===== src/rtl/mm_seq_detector.sv =====
// Overlapping Mealy detector for the serial pattern 101011 (first bit first).
// The detect flag is combinational and flags the cycle holding the final pattern bit.
module mm_seq_detector (
    input  logic clk,
    input  logic reset,
    input  logic in,
    output logic out
);

    localparam logic [2:0] S0 = 3'd0;
    localparam logic [2:0] S1 = 3'd1;
    localparam logic [2:0] S2 = 3'd2;
    localparam logic [2:0] S3 = 3'd3;
    localparam logic [2:0] S4 = 3'd4;
    localparam logic [2:0] S5 = 3'd5;

    logic [2:0] state_q;
    logic [2:0] state_d;

    // NOTE: defaulting state_d before the case keeps this block free of latches.
    always_comb begin
        state_d = S0;
        unique case (state_q)
            S0:      state_d = in ? S1 : S0;
            S1:      state_d = in ? S1 : S2;
            S2:      state_d = in ? S3 : S0;
            S3:      state_d = in ? S1 : S4;
            S4:      state_d = in ? S5 : S0;
            S5:      state_d = in ? S1 : S4;
            default: state_d = S0;
        endcase
    end

    // NOTE: state uses non-blocking assignment so every flop updates from pre-edge values.
    always_ff @(posedge clk or negedge reset) begin
        if (!reset) begin
            state_q <= S0;
        end else begin
            state_q <= state_d;
        end
    end

    // Gating with reset holds the flag low for the whole time reset is asserted.
    always_comb begin
        out = reset && (state_q == S5) && in;
    end

endmodule


===== config.mk =====
export PLATFORM = sky130hd
export DESIGN_NAME = mm_seq_detector
export DESIGN_NICKNAME = d
export VERILOG_FILES = /design/src/rtl/mm_seq_detector.sv
export SDC_FILE = /design/constraint.sdc
export NUM_CORES = 1
export LEC_CHECK = 0
export BUFFER_PORTS_ARGS = -buffer_cell sky130_fd_sc_hd__buf_2
export CAP_MARGIN = 10
export CELL_PAD_IN_SITES_DETAIL_PLACEMENT = 0
export CELL_PAD_IN_SITES_GLOBAL_PLACEMENT = 1
export CORE_AREA = 2 2 39 41
export DETAILED_ROUTE_END_ITERATION = 7
export DIE_AREA = 0 0 41 43
export GPL_TIMING_DRIVEN = 0
export PLACE_DENSITY_LB_ADDON = 0.1
export SLEW_MARGIN = 20
export SYNTH_ARGS = -nofsm -noshare
export SYNTH_HDL_FRONTEND = slang
export SYNTH_SLANG_ARGS = --single-unit
export TNS_END_PERCENT = 100

===== constraint.sdc =====
create_clock -name clk -period 0.84 [get_ports clk]
set_input_delay 0.042 -clock clk [delete_from_list [all_inputs] [get_ports clk]]
set_output_delay 0.042 -clock clk [all_outputs]
set_load 0.01 [all_outputs]

==> flow_summary.ini <==
[worst_setup_path]
crit_chain = nand2b_4 > nor2_1 > buf_2
cp_top_family = flip-flops
critPathRequiredTime_ns = 0.80
crit_path_max_fanout = 3
crit_type = reg2out
cpPeakStageDelay_ns = 0.38
endpoint_kind = output pin
worstPathArrival_ns = 0.95
slowest_stage = dfrtp_1
cp.buffers_inverters = 1
start_kind = flop

[power_and_ir_drop]
cellPowerDensity_mw_per_mm2 = 1990
peakVddDrop_mv = 0.498
leakage_nw = 0.105
total_power_w = 0.000487

[cells_and_area]
area_growth_pct = 70.4
num_antenna_cells = 0
fin_util_pct = 17.7
final_nets = 28
instances_no_fill = 40
largest_register_ffs = 3
largest-register = state_q
layout-drive-gt1-share_pct = 45.8
reg_top3 = state_q x3

[die]
die_y_um = 43
core_mm2 = 0.00138
num_rows = 14
dieArea_mm2 = 0.00176
fp.dieW_um = 41
start_util_pct = 10.4
ios = 4

[synthesis]
synth_edf_count = 0
netlist_area_um2 = 144
synth_area_leaders = dfrtp_1, a21oi_2, o32ai_1, or3b_1, xnor2_1
yosysSeqAreaShare_pct = 52.2
synth_nets = 16
avgSynthCellArea_um2 = 11.1
ys_warn_count = 0
ys_types = 11
synth_ff_type = dfrtp_1
synthCells = 13
ys_ff_latch = 3
yosysMostFrequentCell = dfrtp_1
synth_top_area_cell = dfrtp_1
synthArstFlopShare_pct = 100
yosysTopAreaCellShare_pct = 52.2

[detailed_routing]
dr.first_iter.drc_count = 0
vias_per_cell = 3.48
dr.pass1.iters = 1
vias = 139
wl_per_cell_um = 8.03
routed_wl_um = 321
ant_nets = 0
remaining_drc_errors = 0

[global_routing]
grt_overflow = 0
grt_pass1_vias = 170
grt_max_degree = 7
grt_pass1_wl_um = 593
grt_usage_pct = 5.54
antenna_found_initial = 0

[timing]
setup_viol = 4
finClkSkew_ns = 0.000921
relSlewSlack_pct = 82.7
max_freq_ghz = 1.01
rsz0062_at_grt = yes
whs_ns = 0.110
drv_slew = 0
final.min_clock_period_ns = 0.993
finalHoldViolCount = 0
fin_setup_tns_ns = -0.432
finalCritPeriodShare_pct = 118
tightest_slew_ns = 0.258
layout_setup_ws_ns = -0.153

[placed_design]
gp_congestion = 0.604
dp_cells = 32
io_buffer_count = 3

[clock_tree]
clk_latency_ns = 0.23
cts_root_buffer = clkbuf_4
cts_buffers = 3
clock-sinks = 3
cts_tree = done
cts_buffer_depth = 2
clk_pin_slew_worst_paths_ns = 0.04
h-tree-depth = 1

[status]
status = complete, but fails checks
violations = negative setup slack

[hold_path]
hold_class = in2reg

[run]
cap_violations = 0
==> per-layer routing <==
layer	vias to the layer above	share of wire, %	GRT usage (%)	routed length (um)
met5	-	0	0	0
met4	0	0	8.00	0
met3	0	4.4	1.57	14
met2	2	58	7.50	186
met1	67	37	5.19	120
li1	70	-	-	-
==> repair_timing <==
item                       CTS  global route
hold buffers                 1             0
resized for setup            1             0
hold endpoints to repair     3             0
setup endpoints to repair    2             4
pin swaps                    2             2
setup buffers                3             0
==> through the flow <==
step / cell area (um2) / worst slack [ns]
floorplan: 144 / -0.0780
global route: 245 / -0.204
detailed placement: 179 / -0.131
CTS: 245 / -0.177
finish: 245 / -0.153
global placement: 179 / -0.148
==> area by class of cell <==
class	count	area, um2
timing repair buffer	7	47.5
sequential	3	75.1
tap	16	20.0
fill	151	1140
multi-input combinational	10	76.3
clock buffer	4	26.3
==> cell usage in the layout, fill, tap and decap left out, drive strengths merged <==
| cell | instances |
|---|---|
| dfrtp | 3 |
| nand3b | 1 |
| buf | 6 |
| dlygate4sd3 | 1 |
| xnor2 | 1 |
| clkbuf | 4 |
| or3b | 1 |
| a21boi | 1 |
| nand3 | 1 |
| nand2 | 1 |
| nor2 | 1 |
| nand2b | 1 |
| o32ai | 1 |
| a21oi | 1 |
==> final timing paths <==
path / startpoint / to / slack [ns] / cells past startpoint
min in group asynchronous: reset / state_q[2]$_DFF_PN0_ / 0.17 / 2
max in group asynchronous: reset / state_q[1]$_DFF_PN0_ / 0.53 / 2
worst max register to register: state_q[1]$_DFF_PN0_ / state_q[1]$_DFF_PN0_ / -0.12 / 2
worst min-delay path: in / state_q[2]$_DFF_PN0_ / 0.11 / 2
worst min register to register: state_q[2]$_DFF_PN0_ / state_q[1]$_DFF_PN0_ / 0.53 / 1
worst max-delay path: state_q[1]$_DFF_PN0_ / out / -0.15 / 3
==> kinds of logic after synthesis <==
group                     share of synthesized area, %
xor gates and xnor gates                          6.09
DFF                                               52.2
and+or+nand+nor                                   24.3
AOI/OAI and AO/OA                                 17.4
==> power breakdown <==
group / leakage, nW / internal (W) / switching, W
Sequential: 0.0384 / 0.000157 / 0.0000128
Combinational: 0.0517 / 0.0000445 / 0.0000253
Clock: 0.0150 / 0.000178 / 0.0000694
Total: 0.105 / 0.000380 / 0.000107
No activity file was read; power rests on OpenSTA's default activity.
